`src/rtl/alu_issue_ctrl.sv`:
```
// Round-robin issue scheduler for the shared Stage2 ALU with credit-protected, in-order response FIFO.
// Optional perf counters (perf_issued/perf_stall) are built when ALU_ISSUE_PERF_EN is defined.
module alu_issue_ctrl #(
  parameter int N     = 32,
  parameter int O     = 3,
  parameter int S     = 5,
  parameter int NREQ  = 2,
  parameter int LAT   = 1,
  parameter int DEPTH = 4
) (
  input  logic                     clock,
  input  logic                     reset,
  input  logic [NREQ-1:0]          req_valid,
  output logic [NREQ-1:0]          req_ready,
  input  logic [NREQ-1:0]          req_kind,
  input  logic [NREQ*N-1:0]        req_aluin1,
  input  logic [NREQ*N-1:0]        req_aluin2,
  input  logic [NREQ*O-1:0]        req_operation,
  input  logic [NREQ*O-1:0]        req_opselect,
  input  logic [NREQ*S-1:0]        req_shamt,
  output logic [N-1:0]             aluin1,
  output logic [N-1:0]             aluin2,
  output logic [O-1:0]             operation,
  output logic [O-1:0]             opselect,
  output logic [S-1:0]             shift_number,
  output logic                     enable_arith,
  output logic                     enable_shift,
  input  logic [N-1:0]             alu_out,
  input  logic                     alu_carry,
  output logic                     rsp_valid,
  input  logic                     rsp_ready,
  output logic [$clog2(NREQ)-1:0]  rsp_id,
  output logic [N-1:0]             rsp_data,
  output logic                     rsp_carry
`ifdef ALU_ISSUE_PERF_EN
  ,
  output logic [31:0]              perf_issued,
  output logic [31:0]              perf_stall
`endif
);

  localparam int IDW = $clog2(NREQ);
  localparam int PW  = $clog2(DEPTH);
  localparam int CW  = PW + 1;

  logic [IDW-1:0] rr_q, rr_d, gid;
  logic [IDW:0]   sum;
  logic [NREQ-1:0] grant;
  logic            accept, credit_ok;
  logic [CW-1:0]   infl;
  logic [N-1:0]    sel_a1, sel_a2;
  logic [O-1:0]    sel_op, sel_os;
  logic [S-1:0]    sel_sh;
  logic            sel_kind;

  logic [LAT:0]    pv_q;
  logic [IDW-1:0]  pid_q [LAT+1];

  logic [IDW-1:0]  fid_q   [DEPTH];
  logic [N-1:0]    fdata_q [DEPTH];
  logic            fcar_q  [DEPTH];
  logic [PW-1:0]   wr_q, rd_q;
  logic [CW-1:0]   cnt_q;
  logic            push, pop;

  // Ops between accept and FIFO push hold a credit just like queued responses.
  always_comb begin
    infl = '0;
    for (int i = 0; i <= LAT; i++) infl = infl + CW'(pv_q[i]);
    credit_ok = ({1'b0, cnt_q} + {1'b0, infl}) < (CW+1)'(DEPTH);
  end

  always_comb begin
    grant = '0;
    gid   = '0;
    sum   = '0;
    for (int k = 0; k < NREQ; k++) begin
      sum = {1'b0, rr_q} + (IDW+1)'(k);
      if (sum >= (IDW+1)'(NREQ)) sum = sum - (IDW+1)'(NREQ);
      if (grant == '0 && req_valid[sum[IDW-1:0]]) begin
        grant[sum[IDW-1:0]] = 1'b1;
        gid                 = sum[IDW-1:0];
      end
    end
    if (!credit_ok || !reset) begin
      grant = '0;
      gid   = '0;
    end
  end

  assign req_ready = grant;
  assign accept    = |grant;
  assign rr_d      = (gid == IDW'(NREQ-1)) ? '0 : gid + IDW'(1);

  always_comb begin
    sel_a1   = '0;
    sel_a2   = '0;
    sel_op   = '0;
    sel_os   = '0;
    sel_sh   = '0;
    sel_kind = 1'b0;
    for (int i = 0; i < NREQ; i++) begin
      if (grant[i]) begin
        sel_a1   = req_aluin1[i*N +: N];
        sel_a2   = req_aluin2[i*N +: N];
        sel_op   = req_operation[i*O +: O];
        sel_os   = req_opselect[i*O +: O];
        sel_sh   = req_shamt[i*S +: S];
        sel_kind = req_kind[i];
      end
    end
  end

  // Issue stage: ALU bus, enable pulse and in-flight tag pipe.
  always_ff @(posedge clock or negedge reset) begin
    if (!reset) begin
      rr_q         <= '0;
      aluin1       <= '0;
      aluin2       <= '0;
      operation    <= '0;
      opselect     <= '0;
      shift_number <= '0;
      enable_arith <= 1'b0;
      enable_shift <= 1'b0;
      pv_q         <= '0;
      for (int i = 0; i <= LAT; i++) pid_q[i] <= '0;
    end else begin
      enable_arith <= accept & ~sel_kind;
      enable_shift <= accept & sel_kind;
      pv_q         <= {pv_q[LAT-1:0], accept};
      pid_q[0]     <= gid;
      for (int i = 1; i <= LAT; i++) pid_q[i] <= pid_q[i-1];
      if (accept) begin
        rr_q         <= rr_d;
        aluin1       <= sel_a1;
        aluin2       <= sel_a2;
        operation    <= sel_op;
        opselect     <= sel_os;
        shift_number <= sel_sh;
      end
    end
  end

  assign push = pv_q[LAT];
  assign pop  = rsp_valid & rsp_ready;

  // Response stage: show-ahead FIFO, result captured as the tag leaves the pipe.
  always_ff @(posedge clock or negedge reset) begin
    if (!reset) begin
      wr_q  <= '0;
      rd_q  <= '0;
      cnt_q <= '0;
      for (int i = 0; i < DEPTH; i++) begin
        fid_q[i]   <= '0;
        fdata_q[i] <= '0;
        fcar_q[i]  <= 1'b0;
      end
    end else begin
      if (push) begin
        fid_q[wr_q]   <= pid_q[LAT];
        fdata_q[wr_q] <= alu_out;
        fcar_q[wr_q]  <= alu_carry;
        wr_q          <= wr_q + PW'(1);
      end
      if (pop) rd_q <= rd_q + PW'(1);
      if (push && !pop)      cnt_q <= cnt_q + CW'(1);
      else if (!push && pop) cnt_q <= cnt_q - CW'(1);
    end
  end

  assign rsp_valid = (cnt_q != '0);
  assign rsp_id    = fid_q[rd_q];
  assign rsp_data  = fdata_q[rd_q];
  assign rsp_carry = fcar_q[rd_q];

`ifdef ALU_ISSUE_PERF_EN
  always_ff @(posedge clock or negedge reset) begin
    if (!reset) begin
      perf_issued <= '0;
      perf_stall  <= '0;
    end else begin
      if (accept && perf_issued != '1) perf_issued <= perf_issued + 32'd1;
      if ((|req_valid) && !accept && perf_stall != '1) perf_stall <= perf_stall + 32'd1;
    end
  end
`endif

endmodule

```
`config.mk`:
```
export PLATFORM = sky130hd
export DESIGN_NAME = alu_issue_ctrl
export DESIGN_NICKNAME = d
export VERILOG_FILES = /design/src/rtl/alu_issue_ctrl.sv
export SDC_FILE = /design/constraint.sdc
export NUM_CORES = 1
export LEC_CHECK = 0
export CAP_MARGIN = 20
export CORE_UTILIZATION = 48
export CTS_CLUSTER_SIZE = 30
export DETAILED_ROUTE_END_ITERATION = 8
export GPL_ROUTABILITY_DRIVEN = 0
export PLACE_DENSITY = 0.91
export REMOVE_ABC_BUFFERS = 1
export SLEW_MARGIN = 20
export SYNTH_ARGS = -nofsm -noshare
export SYNTH_HDL_FRONTEND = slang
export SYNTH_SLANG_ARGS = --single-unit
```
`constraint.sdc`:
```
create_clock -name clock -period 2.3 [get_ports clock]
set_input_delay 0.345 -clock clock [delete_from_list [all_inputs] [get_ports clock]]
set_output_delay 0.345 -clock clock [all_outputs]
set_load 0.03 [all_outputs]
```
==> flow_summary_export.csv <==
group,metric,value,unit
outcome,status,"finished clean",
route,drc_errors,0,
die,io_pins,304,
grt,antenna_found_initial,0,
grt,grt.overflow.total,0,
layout,layout_commonest_cell,"clkdlybuf4s50_1",
grt,grt_pass1_vias,7953,
run,drv_cap,0,
route,via_per_inst,5.832,
synth,yosys_register_bits,225,
clocking,cts_root_buffer,"clkbuf_16",
critical_path,startpoint,"rd_q[0]$_DFFE_PN0P_",
clocking,path_clk_slew,0.06,ns
critical_path,worstPathArrival,1.89,ns
synth,ys_types,37,
layout,syn_to_final_growth,40.49,%
clocking,numCtsBuffers,25,
synth,yosysWarnings,0,
route,ant_nets,0,
route,first_pass_iters,4,
critical_path,path_max_fanout,13,
sta,setup_viol,0,
sta,slew_viol_final,0,
route,vias,7197,
power_and_ir_drop,ir_worst_vdd,0.7400,mV
min_path,hp-start,"pid_q[1]$_DFF_PN0_",
critical_path,crit_type,"flip-flop to output port",
synth,syn_area,10110,µm²
power_and_ir_drop,p_leak,5.738,nW
die,die_area,21650,µm²
placement,portBuffers,303,
critical_path,worstPathCellList,"buf_12, mux4_2, buf_4",
synth,avgSynthCellArea,15.41,µm²
route,wire_per_inst,22.69,µm
critical_path,cp-start-kind,"flip-flop",
placement,dpl.cell_count,1186,
critical_path,cp.required,1.96,ns
critical_path,cpPeakStageDelay,0.54,ns
clocking,cts_tree,"done",
placement,dpl_cell_area,13360,µm²
sta,clock.fmax,0.4478,GHz
clocking,htreeDepth,1,
critical_path,crit_path_end_kind,"output port",
layout,postLayoutCellArea,14200,µm²
die,num_rows,52,
sta,clock_skew,0.005222,ns
route,routed_wl,27990,µm
grt,grt_max_degree,143,
grt,grt_first_pass_wirelength,43890,µm
die,dieWidth,147.1,µm
sta,rsz0062_at_grt,"false",
sta,slew_headroom,0.4673,
critical_path,r2r-start,"cnt_q[1]$_DFFE_PN0P_",
clocking,clock_latency,0.50,ns
layout,instances_no_fill,1234,
die,start_util,0.4949,
clocking,numClockSinks,225,
sta,hold_viol_final,0,
sta,min_period,2.233,ns
layout,nets,1148,
synth,ys_seq_area_frac,0.5569,
die,coreArea,20430,µm²
sta,holdWs,0.3633,ns
sta,worst_slew_pin_slew,0.7990,ns
route,dr.first_iter.drc_count,265,
sta,finalCritPeriodShare,0.9710,
layout,n_antenna_cell,0,
layout,final_layout_size_suffix_gt1_frac,0.3143,
synth,netlist_instances,656,
clocking,ctsLongestPathBuffers,3,
placement,dp.final_hpwl,18400,µm
die,die_y,147.1,µm
critical_path,cp_slowest_cell,"mux4_2",
power_and_ir_drop,powerDensity,1503,nW/µm²
min_path,hold_path_class,"flip-flop to flip-flop",
layout,mostFrequentLayoutCells,"clkdlybuf4s50_1 (264), dfrtp_1 (224), mux2_2 (137), a32oi_1 (76), o2bb2ai_1 (55)",
grt,grt_util_all_layers,0.2608,
per-layer routing:
layer | share of wire | up-vias | GRT usage
met5 | 0 | - | 0
met4 | 0.036 | 0 | 0.1000
met3 | 0.088 | 62 | 0.07950
met2 | 0.50 | 296 | 0.4481
met1 | 0.37 | 3659 | 0.3063
li1 | - | 3180 | -
registers in the layout (all words and copies together) (netlist names):
register,cells
aluin1,32
aluin2,32
cnt_q,3
enable_arith,1
enable_shift,1
fcar_q,4
fdata_q,128
fid_q,4
operation,3
opselect,3
pid_q,2
pv_q,2
rd_q,2
rr_q,1
shift_number,5
wr_q,2
synthesized netlist by cell type (all sizes together):
cell	number	area share
dfrtp	225	0.56
mux2	137	0.15
a32oi	76	0.066
o2bb2ai	75	0.077
buf	53	0.032
mux4	34	0.076
clkbuf	10	0.0037
ha	6	0.0074
inv	6	0.0022
nand2	6	0.0032
xnor2	3	0.0026
xor2	3	0.0026
a21oi	2	0.0021
and3	2	0.0012
nand2b	2	0.0012
nor2	2	0.00074
o21ai	2	0.0014
a21boi	1	0.0019
and2	1	0.00062
fa	1	0.0020
nand3	1	0.00049
nand3b	1	0.00074
nor2b	1	0.00062
o211a	1	0.00099
o211ai	1	0.0012
o21a	1	0.00074
o22ai	1	0.00062
or2	1	0.00062
or3	1	0.00062
per-stage QoR:
| step | setup slack, ns | setup TNS [ns] | util | total power, mW |
|---|---|---|---|---|
| final | 0.06669 | 0 | 0.6953 | 21.35 |
| after global routing | 0.001748 | 0 | 0.6953 | 22.35 |
| after detailed placement | 0.2511 | 0 | 0.6541 | 17.56 |
| after CTS | 0.04347 | 0 | 0.6946 | 21.47 |
| after floorplan | -0.8250 | -65.44 | - | 13.34 |
| after global placement | 0.2839 | 0 | 0.6541 | 17.21 |
worst paths after layout:
kind / to / cells past startpoint / slack (ns)
max in group asynchronous: aluin2[6]$_DFFE_PN0P_ / 3 / 1.12
worst max-delay path: rsp_data[6] / 3 / 0.07
worst min-delay path: pid_q[0]$_DFF_PN0_ / 0 / 0.36
min in group asynchronous: fdata_q[12]$_DFFE_PN0P_ / 3 / 0.40
worst max register to register: cnt_q[2]$_DFFE_PN0P_ / 8 / 0.23
worst min register to register: pid_q[0]$_DFF_PN0_ / 0 / 0.36
repair_timing:
action | in CTS | in global routing
pin swaps | 1 | 0
hold buffers | 2 | 0
endpoints found under the setup margin | 31 | 1
setup buffers | 4 | 2
endpoints found under the hold margin | 26 | 0
resized for setup | 2 | 0
power breakdown:
| part | switching [mW] | total (mW) | internal, mW |
|---|---|---|---|
| clock network | 1.49 | 3.72 | 2.22 |
| registers | 1.13 | 7.04 | 5.91 |
| logic | 5.49 | 10.6 | 5.11 |
| total | 8.11 | 21.3 | 13.2 |
layout make-up:
class	instances	area, µm²
flip-flops and latches	225	5634
clock inverters	3	15.01
multi-input cells	362	4115
repair buffers	331	3329
well taps	270	337.8
clock buffers	37	750.7
fillers	1362	6225
inverters	6	22.52
critical path, delay by kind of cell, from the launching register on:
family | cells | cell delay (ns)
buf+inv | 2 | 0.37
flops | 1 | 0.47
mux | 1 | 0.54
kinds of logic after synthesis:
group / after synthesis / share of synthesized area
mux: 171 / 0.2283
simple gates: 18 / 0.01015
buf+inv: 69 / 0.03799
flops: 225 / 0.5569
xor+xnor: 6 / 0.005198
fa+ha+maj: 7 / 0.009405
compound gates: 160 / 0.1521
Power figures use the tool's default switching activity.
